## config.mk

```make
export PLATFORM = sky130hd
export DESIGN_NAME = regfile_wb_flat
export DESIGN_NICKNAME = d
export VERILOG_FILES = /design/src/rtl/regfile_wb_if.sv /design/src/rtl/regfile_wb.sv /design/src/flat_wrapper.sv
export SDC_FILE = /design/constraint.sdc
export NUM_CORES = 1
export LEC_CHECK = 0
export BUFFER_PORTS_ARGS = -buffer_cell sky130_fd_sc_hd__buf_2
export CAP_MARGIN = 20
export CORE_ASPECT_RATIO = 0.6
export CORE_MARGIN = 5
export CORE_UTILIZATION = 43
export CTS_BUF_LIST = sky130_fd_sc_hd__clkbuf_4
export CTS_CLUSTER_SIZE = 10
export DETAILED_ROUTE_END_ITERATION = 12
export SLEW_MARGIN = 30
export SYNTH_ARGS = -nofsm -noshare
export SYNTH_HDL_FRONTEND = slang
export SYNTH_SLANG_ARGS = --single-unit
```

## constraint.sdc

```tcl
create_clock -name clk -period 1.6 [get_ports clk]
set_input_delay 0 -clock clk [delete_from_list [all_inputs] [get_ports clk]]
set_output_delay 0 -clock clk [all_outputs]
set_load 0.02 [all_outputs]
```

## src/rtl/regfile_wb_if.sv

```systemverilog
// MEM/WB write-back bundle plus the ID-stage and debug read ports of the THCO-MIPS register file.
// master: the pipeline side (MEM/WB and ID). slave: the register file.
interface regfile_wb_if #(
   parameter int DATA_W = 16,
   parameter int ADDR_W = 4
);
   logic              wReg_i;
   logic [ADDR_W-1:0] wRegAddr_i;
   logic [DATA_W-1:0] wData_i;
   logic              re1_i;
   logic [ADDR_W-1:0] rAddr1_i;
   logic [DATA_W-1:0] rData1_o;
   logic              re2_i;
   logic [ADDR_W-1:0] rAddr2_i;
   logic [DATA_W-1:0] rData2_o;
   logic [ADDR_W-1:0] dbgAddr_i;
   logic [DATA_W-1:0] dbgData_o;
   logic [DATA_W-1:0] wrCount_o;

   modport master (
      output wReg_i, wRegAddr_i, wData_i,
      output re1_i, rAddr1_i, re2_i, rAddr2_i, dbgAddr_i,
      input  rData1_o, rData2_o, dbgData_o, wrCount_o
   );

   modport slave (
      input  wReg_i, wRegAddr_i, wData_i,
      input  re1_i, rAddr1_i, re2_i, rAddr2_i, dbgAddr_i,
      output rData1_o, rData2_o, dbgData_o, wrCount_o
   );
endinterface

```

## src/rtl/regfile_wb.sv

```systemverilog
// THCO-MIPS register file (R0-R7, SP, IH, RA, T): one write-back per edge, two ID read ports, one debug port.
// Define REGFILE_BYPASS_EN to forward same-cycle write data to the ID read ports.
module regfile_wb #(
   parameter int DATA_W   = 16,
   parameter int ADDR_W   = 4,
   parameter int NUM_REGS = 12
) (
   input  logic         clk,
   input  logic         rst,
   regfile_wb_if.slave  bus
);

   localparam logic [ADDR_W-1:0] LP_NUM_REGS = ADDR_W'(NUM_REGS);

   logic [DATA_W-1:0] r_regs [NUM_REGS];
   logic [DATA_W-1:0] r_wr_count;

   logic              w_wr_en;
   logic              w_byp1;
   logic              w_byp2;
   logic [DATA_W-1:0] w_rdata1;
   logic [DATA_W-1:0] w_rdata2;
   logic [DATA_W-1:0] w_dbg_data;

   assign w_wr_en = bus.wReg_i && (bus.wRegAddr_i < LP_NUM_REGS);

   always_ff @(posedge clk or negedge rst) begin
      if (!rst) begin
         for (int i = 0; i < NUM_REGS; i++) r_regs[i] <= '0;
         r_wr_count <= '0;
      end else if (w_wr_en) begin
         r_regs[bus.wRegAddr_i] <= bus.wData_i;
         r_wr_count             <= r_wr_count + DATA_W'(1);
      end
   end

`ifdef REGFILE_BYPASS_EN
   // Gated by rst so that reads show zero while reset is held, even with a write pending.
   assign w_byp1 = rst && w_wr_en && (bus.rAddr1_i == bus.wRegAddr_i);
   assign w_byp2 = rst && w_wr_en && (bus.rAddr2_i == bus.wRegAddr_i);
`else
   assign w_byp1 = 1'b0;
   assign w_byp2 = 1'b0;
`endif

   always_comb begin
      w_rdata1 = '0;
      if (bus.re1_i && (bus.rAddr1_i < LP_NUM_REGS)) begin
         if (w_byp1) w_rdata1 = bus.wData_i;
         else        w_rdata1 = r_regs[bus.rAddr1_i];
      end
   end

   always_comb begin
      w_rdata2 = '0;
      if (bus.re2_i && (bus.rAddr2_i < LP_NUM_REGS)) begin
         if (w_byp2) w_rdata2 = bus.wData_i;
         else        w_rdata2 = r_regs[bus.rAddr2_i];
      end
   end

   always_comb begin
      w_dbg_data = '0;
      if (bus.dbgAddr_i < LP_NUM_REGS) w_dbg_data = r_regs[bus.dbgAddr_i];
   end

   assign bus.rData1_o  = w_rdata1;
   assign bus.rData2_o  = w_rdata2;
   assign bus.dbgData_o = w_dbg_data;
   assign bus.wrCount_o = r_wr_count;

endmodule

```

## src/flat_wrapper.sv

```systemverilog
// flat-port wrapper written by rule: the top's interface ports become plain ports
module regfile_wb_flat 
#(
   parameter int DATA_W   = 16,
   parameter int ADDR_W   = 4,
   parameter int NUM_REGS = 12
)
  (clk, rst, bus_wReg_i, bus_wRegAddr_i, bus_wData_i, bus_re1_i, bus_rAddr1_i, bus_re2_i, bus_rAddr2_i, bus_dbgAddr_i, bus_rData1_o, bus_rData2_o, bus_dbgData_o, bus_wrCount_o);
  regfile_wb_if #(.DATA_W(DATA_W), .ADDR_W(ADDR_W)) bus_i ();
  input  logic clk;
  input  logic rst;
  input wire logic [$bits(bus_i.wReg_i)-1:0] bus_wReg_i;
  input wire logic [$bits(bus_i.wRegAddr_i)-1:0] bus_wRegAddr_i;
  input wire logic [$bits(bus_i.wData_i)-1:0] bus_wData_i;
  input wire logic [$bits(bus_i.re1_i)-1:0] bus_re1_i;
  input wire logic [$bits(bus_i.rAddr1_i)-1:0] bus_rAddr1_i;
  input wire logic [$bits(bus_i.re2_i)-1:0] bus_re2_i;
  input wire logic [$bits(bus_i.rAddr2_i)-1:0] bus_rAddr2_i;
  input wire logic [$bits(bus_i.dbgAddr_i)-1:0] bus_dbgAddr_i;
  output wire logic [$bits(bus_i.rData1_o)-1:0] bus_rData1_o;
  output wire logic [$bits(bus_i.rData2_o)-1:0] bus_rData2_o;
  output wire logic [$bits(bus_i.dbgData_o)-1:0] bus_dbgData_o;
  output wire logic [$bits(bus_i.wrCount_o)-1:0] bus_wrCount_o;
  assign bus_i.wReg_i = bus_wReg_i;
  assign bus_i.wRegAddr_i = bus_wRegAddr_i;
  assign bus_i.wData_i = bus_wData_i;
  assign bus_i.re1_i = bus_re1_i;
  assign bus_i.rAddr1_i = bus_rAddr1_i;
  assign bus_i.re2_i = bus_re2_i;
  assign bus_i.rAddr2_i = bus_rAddr2_i;
  assign bus_i.dbgAddr_i = bus_dbgAddr_i;
  assign bus_rData1_o = bus_i.rData1_o;
  assign bus_rData2_o = bus_i.rData2_o;
  assign bus_dbgData_o = bus_i.dbgData_o;
  assign bus_wrCount_o = bus_i.wrCount_o;
  regfile_wb #(.DATA_W(DATA_W), .ADDR_W(ADDR_W), .NUM_REGS(NUM_REGS)) u_core (.clk(clk), .rst(rst), .bus(bus_i));
endmodule
```

==> results.sh, run 1 <==
export IMPL_status="finished with violations"
export IMPL_violations="setup timing"
export IMPL_drt_met1_wl_mm=19.1
export IMPL_core_mm2=0.0289
export IMPL_die_area_mm2=0.0333
export IMPL_antenna_found_initial=1
export IMPL_grt_max_degree=41
export IMPL_finalSetupViolations=48
export IMPL_fin_crit_sh_pct=135
export IMPL_port_buffers=100
export IMPL_drv_slew=0
export IMPL_hold_viol_final=0
export IMPL_design_area_mm2=0.0163
export IMPL_start_util_pct=44.0
export IMPL_grt_pass1_wl_mm=62.8
export IMPL_finalNonFillerCells=1550
export IMPL_cts_buffer_depth=3
export IMPL_wl_mm=41.9
export IMPL_dr_pass1_iters=4
export IMPL_synth_nets=956
export IMPL_drc=0
export IMPL_critPathLaunchType="flip-flop"
export IMPL_required_ns=1.60
export IMPL_grt_overflow=0
export IMPL_fmax_mhz=463
export IMPL_vdd_ir_drop_worst_mv=0.605
export IMPL_power_leakage_nw=6.94
export IMPL_postLayoutSetupSlackWorst_ns=-0.559
export IMPL_rsz0062_at_grt="yes"
export IMPL_critPathKind="flip-flop to output pin"
export IMPL_cts_buffers=51
export IMPL_clock_sinks=208
export IMPL_power_w=0.0184
export IMPL_period_needed_ns=2.16
export IMPL_worstSetupEndpointType="output pin"
export IMPL_synth_cells=918
export IMPL_vias=9457
export IMPL_critPathMaxFanout=4
export IMPL_yosysTopAreaCellShare_pct=40.9
export IMPL_netlist_top_cells_count="237 x mux2_2, 208 x dfrtp_1, 112 x mux4_2, 42 x nand2_1, 35 x clkbuf_1"
export IMPL_place_area_mm2=0.0143
export IMPL_gp_congestion=0.868
export IMPL_htree_levels=2
export IMPL_cts_root_buf="clkbuf_4"
export IMPL_dp_cells=1421
export IMPL_nets=1162
export IMPL_area_delta_synth_final_pct=28.0
export IMPL_crit_arrival_ns=2.16
export IMPL_synthFlopType="dfrtp_1"
export IMPL_yosysSeqAreaShare_pct=40.9
export IMPL_drive_gt1_share_pct=68.1
export IMPL_vias_per_cell=6.10
export IMPL_power_density_mw_per_mm2=1130
export IMPL_path_clk_slew_ns=0.07
export IMPL_synth_cell_types=37
export IMPL_io_pins=101
export IMPL_routed_wl_met2_mm=18.0
export IMPL_routed_top_layer="met4"
export IMPL_dp_hpwl_mm=26.9
export IMPL_die_w_um=232
export IMPL_fillers=2421
export IMPL_finalClockSkew_ns=0.0130
export IMPL_yosys_warnings=0
export IMPL_synth_top_area_cell="dfrtp_1"
export IMPL_clk_latency_ns=0.71
export IMPL_first_iter_violations=857
export IMPL_ant_nets=0
export IMPL_synth_edff_count=0
export IMPL_yosys_top_cells_area="dfrtp_1 41%, mux2_2 21%, mux4_2 20%, mux2_4 2.4%, o31ai_1 1.9%"
export IMPL_track_usage_pct=25.3
export IMPL_syn_cell_area_mm2=0.0127
export IMPL_reg2reg_depth=4
export IMPL_ff_latch_area_mm2=0.00520
export IMPL_min_path_cells=5
export IMPL_grt_pass1_vias=9605
export IMPL_wl_per_cell_um=27.0
export IMPL_tightest_slew_ns=0.574
export IMPL_cts_tree="built"
export IMPL_avgSynthCellArea_um2=13.9
export IMPL_num_rows=48
export IMPL_max_cap_violations=0
export IMPL_multiInputGateArea_mm2=0.00771
export IMPL_async_flop_share_pct=100
export IMPL_wl_met3_mm=3.91
export IMPL_ys_ff_latch=208
export IMPL_min_delay_path_class="input port to flip-flop"
export IMPL_yosysMostFrequentCell="mux2_2"
export IMPL_die_height_um=143
export IMPL_slew_headroom_pct=61.7
==> routing by layer <==
| layer | global-route usage, % | up-vias |
|---|---|---|
| met1 | 37.8 | 4932 |
| met3 | 7.62 | 89 |
| met5 | 0 | - |
| li1 | - | 3978 |
| met4 | 7.21 | 0 |
| met2 | 35.8 | 458 |
==> final timing paths <==
| path | startpoint | endpoint | slack, ns |
|---|---|---|---|
| min in group asynchronous | rst | u_core.r_regs[53] | 0.46 |
| min reg2reg | u_core.bus.wrCount_o[15] | u_core.bus.wrCount_o[15] | 0.47 |
| max reg2reg | u_core.bus.wrCount_o[5] | u_core.bus.wrCount_o[12] | 0.16 |
| max | u_core.r_regs[131] | bus_dbgData_o[3] | -0.56 |
| min | bus_wRegAddr_i[3] | u_core.r_regs[67] | 0.05 |
| max in group asynchronous | rst | u_core.r_regs[43] | 0.85 |
==> registers in the layout, summed over array words and instances (netlist names) <==
register / count
u_core.r_regs: 192
u_core.bus.wrCount_o: 16
==> layout make-up <==
type | instances | share of cell area, %
inverter | 18 | 0.414
antenna | 1 | 0.0153
multi-input combinational | 606 | 47.2
timing repair buffer | 239 | 13.9
clock buffer | 70 | 3.22
tap | 400 | 3.07
sequential | 208 | 31.9
clock inverter | 8 | 0.192
==> cell usage in the layout (no fill, tap or decap), types with 8 or more instances in the layout <==
cell           synthesis  layout
a22oi_2                0      16
o22ai_2                0       8
mux2_2               237     237
o22ai_1               32      24
nand2_2                1      14
o31ai_4                0      20
mux4_2               112     112
buf_6                  8      38
buf_2                 24      50
nand2_1               42      29
inv_1                 18      18
nor2_2                 6       8
clkbuf_4               0      70
xor2_1                 9       9
dfrtp_1              208     208
nand2b_1              11      11
o21ai_2                0      12
dlygate4sd3_1          0      25
nor2b_4                0      16
mux2_4                20      20
o31ai_2                0      11
nor2b_2                0      15
buf_4                 12      94
buf_12                 1      30
==> per-stage QoR <==
stage	utilization, %	hold slack (ns)	worst slack [ns]	TNS, ns
floorplan	-	-0.296	0.101	0
global placement	49.5	-0.0193	-0.0948	-0.0948
detailed placement	49.5	-0.0179	-0.0842	-0.0842
CTS	54.7	0.00988	-0.609	-22.63
global route	56.4	0.0450	-0.621	-23.61
finish	56.4	0.0488	-0.559	-20.02
==> where the power goes <==
| group | total (W) | switching [W] | internal, W |
|---|---|---|---|
| clock network | 0.00423 | 0.00225 | 0.00198 |
| logic | 0.00645 | 0.00266 | 0.00379 |
| registers | 0.00771 | 0.00124 | 0.00647 |
| total | 0.0184 | 0.00614 | 0.0122 |
==> critical path, stage by stage (launching register included) <==
cell     delay, ns
dfrtp_1       0.41
mux4_2        0.47
a22oi_2       0.24
o21ai_2       0.16
buf_6         0.18
==> cells by family (layout without fill, tap and decap cells) <==
kind of cell	after synthesis	in the layout	synth area share (%)
AOI/OAI and AO/OA	97	97	5.18
xor gates and xnor gates	15	15	1.03
adders and majority gates	1	1	0.0982
buffers and inverters	104	335	4.25
DFF	208	208	40.9
muxes	369	369	43.1
other	0	1	0
and+or+nand+nor	124	124	5.48
==> timing repair <==
action                                  4_1_cts  5_1_grt
resized for setup                           163       84
endpoints found under the setup margin       48       82
gates cloned                                  0        1
setup buffers                                19       11
hold endpoints to repair                    414        0
hold buffers                                 27        0
pin swaps                                    45       12
Note: power is estimated with default switching activity, not from simulation.
==> inputs of run 2 (changes only) <==
==> constraint.sdc (replaced) <==
create_clock -name clk -period 1.6 [get_ports clk]
set_input_delay 0.08 -clock clk [delete_from_list [all_inputs] [get_ports clk]]
set_output_delay 0.08 -clock clk [all_outputs]
set_load 0.02 [all_outputs]
==> results.sh, run 2 (synthesis gave the netlist of run 1 again) <==
export IMPL_track_usage_pct=25.8
export IMPL_critPathMaxFanout=3
export IMPL_finalNonFillerCells=1569
export IMPL_crit_chain="mux4_2 > a22oi_2 > o21ai_4 > buf_6"
export IMPL_slew_headroom_pct=64.7
export IMPL_final_cell_mix="237 x mux2_2, 208 x dfrtp_1, 119 x buf_4, 112 x mux4_2, 73 x clkbuf_4"
export IMPL_cts_buffer_depth=3
export IMPL_path_clk_slew_ns=0.07
export IMPL_cts_tree="built"
export IMPL_wl_mm=42.3
export IMPL_crit_arrival_ns=2.13
export IMPL_critPathLaunchType="flip-flop"
export IMPL_tns_ns=-24.02
export IMPL_clock_sinks=208
export IMPL_slowest_stage="mux4_2"
export IMPL_vias_per_cell=6.05
export IMPL_status="finished with violations"
export IMPL_max_cap_violations=0
export IMPL_cts_buffers=53
export IMPL_drc=0
export IMPL_ant_nets=0
export IMPL_area_delta_synth_final_pct=28.5
export IMPL_postLayoutSetupSlackWorst_ns=-0.609
export IMPL_regMostFlops="u_core.r_regs"
export IMPL_power_w=0.0185
export IMPL_min_delay_path_class="input port to flip-flop"
export IMPL_drv_slew=0
export IMPL_die_height_um=143
export IMPL_fin_crit_sh_pct=138
export IMPL_dp_hpwl_mm=27.6
export IMPL_power_leakage_nw=7.02
export IMPL_hold_viol_final=0
export IMPL_start_util_pct=44.0
export IMPL_core_mm2=0.0289
export IMPL_period_needed_ns=2.21
export IMPL_required_ns=1.52
export IMPL_power_density_mw_per_mm2=1130
export IMPL_largest_register_ffs=192
export IMPL_gp_congestion=0.870
export IMPL_nets=1180
export IMPL_worstSetupEndpointType="output pin"
export IMPL_grt_pass1_vias=9761
export IMPL_violations="setup timing"
export IMPL_die_area_mm2=0.0333
export IMPL_layout_commonest_cell="mux2_2"
export IMPL_wl_per_cell_um=27.0
export IMPL_vdd_ir_drop_worst_mv=0.700
export IMPL_vias=9487
export IMPL_cts_root_buf="clkbuf_4"
export IMPL_dr_pass1_iters=5
export IMPL_grt_overflow=0
export IMPL_grt_pass1_wl_mm=64.0
export IMPL_design_area_mm2=0.0164
export IMPL_finalSetupViolations=48
export IMPL_htree_levels=2
export IMPL_slowest_delay_ns=0.48
export IMPL_drive_gt1_share_pct=67.9
export IMPL_critPathKind="flip-flop to output pin"
export IMPL_first_iter_violations=916
export IMPL_port_buffers=100
export IMPL_fmax_mhz=453
export IMPL_final_core_util_pct=56.5
export IMPL_grt_max_degree=52
export IMPL_num_rows=48
export IMPL_tightest_slew_ns=0.530
export IMPL_io_pins=101
export IMPL_finalClockSkew_ns=0.0126
export IMPL_antenna_found_initial=0
export IMPL_place_area_mm2=0.0147
export IMPL_clk_latency_ns=0.72
export IMPL_rsz0062_at_grt="yes"
export IMPL_die_w_um=232
export IMPL_dp_cells=1455
[run 2: layout make-up]
cell class              count  area [um2]
fillers                  2450       12600
multi-input cells         606        7600
flip-flops and latches    208        5200
repair buffers            255        2410
clock buffers              73         548
well taps                 400         500
inverters                  18        67.6
clock inverters             8        30.0
diodes                      1        2.50
[run 2: path summary, 6_finish.rpt]
kind	start	end	slack (ns)	depth (start not counted)
setup / recovery	u_core.r_regs[163]	bus_dbgData_o[3]	-0.61	4
hold reg to reg	u_core.bus.wrCount_o[15]	u_core.bus.wrCount_o[15]	0.47	1
setup reg to reg	u_core.bus.wrCount_o[1]	u_core.bus.wrCount_o[12]	0.15	5
max in group asynchronous	rst	u_core.r_regs[57]	0.74	4
min in group asynchronous	rst	u_core.bus.wrCount_o[14]	0.51	4
hold / removal	bus_wData_i[3]	u_core.r_regs[51]	0.32	3
[run 2: per-layer routing]
metal / wire (um) / global-route usage (%)
met1: 19400 / 39.4
met3: 3820 / 7.13
met4: 777 / 6.06
met2: 18300 / 36.7
met5: 42 / 0.994
[run 2: stage by stage]
stage | hold WS, ns | worst slack (ns)
6_report | 0.316 | -0.609
2_1_floorplan | -0.216 | 0.00908
4_1_cts | 0.266 | -0.618
5_1_grt | 0.294 | -0.717
3_5_place_dp | 0.0224 | -0.121
3_3_place_gp | 0.0239 | -0.164
[run 2: critical path: cells and delay by family (launching register included)]
| family | cells | cell delay [ns] |
|---|---|---|
| AO/OA/AOI/OAI | 2 | 0.36 |
| buffers and inverters | 1 | 0.16 |
| flip-flops | 1 | 0.41 |
| multiplexers | 1 | 0.48 |
[run 2: power breakdown]
group          internal (W)  switching (W)
sequential          0.00648        0.00123
combinational       0.00380        0.00265
clock               0.00206        0.00225
total                0.0123        0.00612
[run 2: repair_timing]
| action | 4_1_cts | 5_1_grt |
|---|---|---|
| setup endpoints to repair | 48 | 49 |
| setup buffers | 15 | 2 |
| gates resized for setup | 167 | 55 |
| hold buffers | 24 | 0 |
| pin swaps | 50 | 8 |
| endpoints found under the hold margin | 407 | 0 |
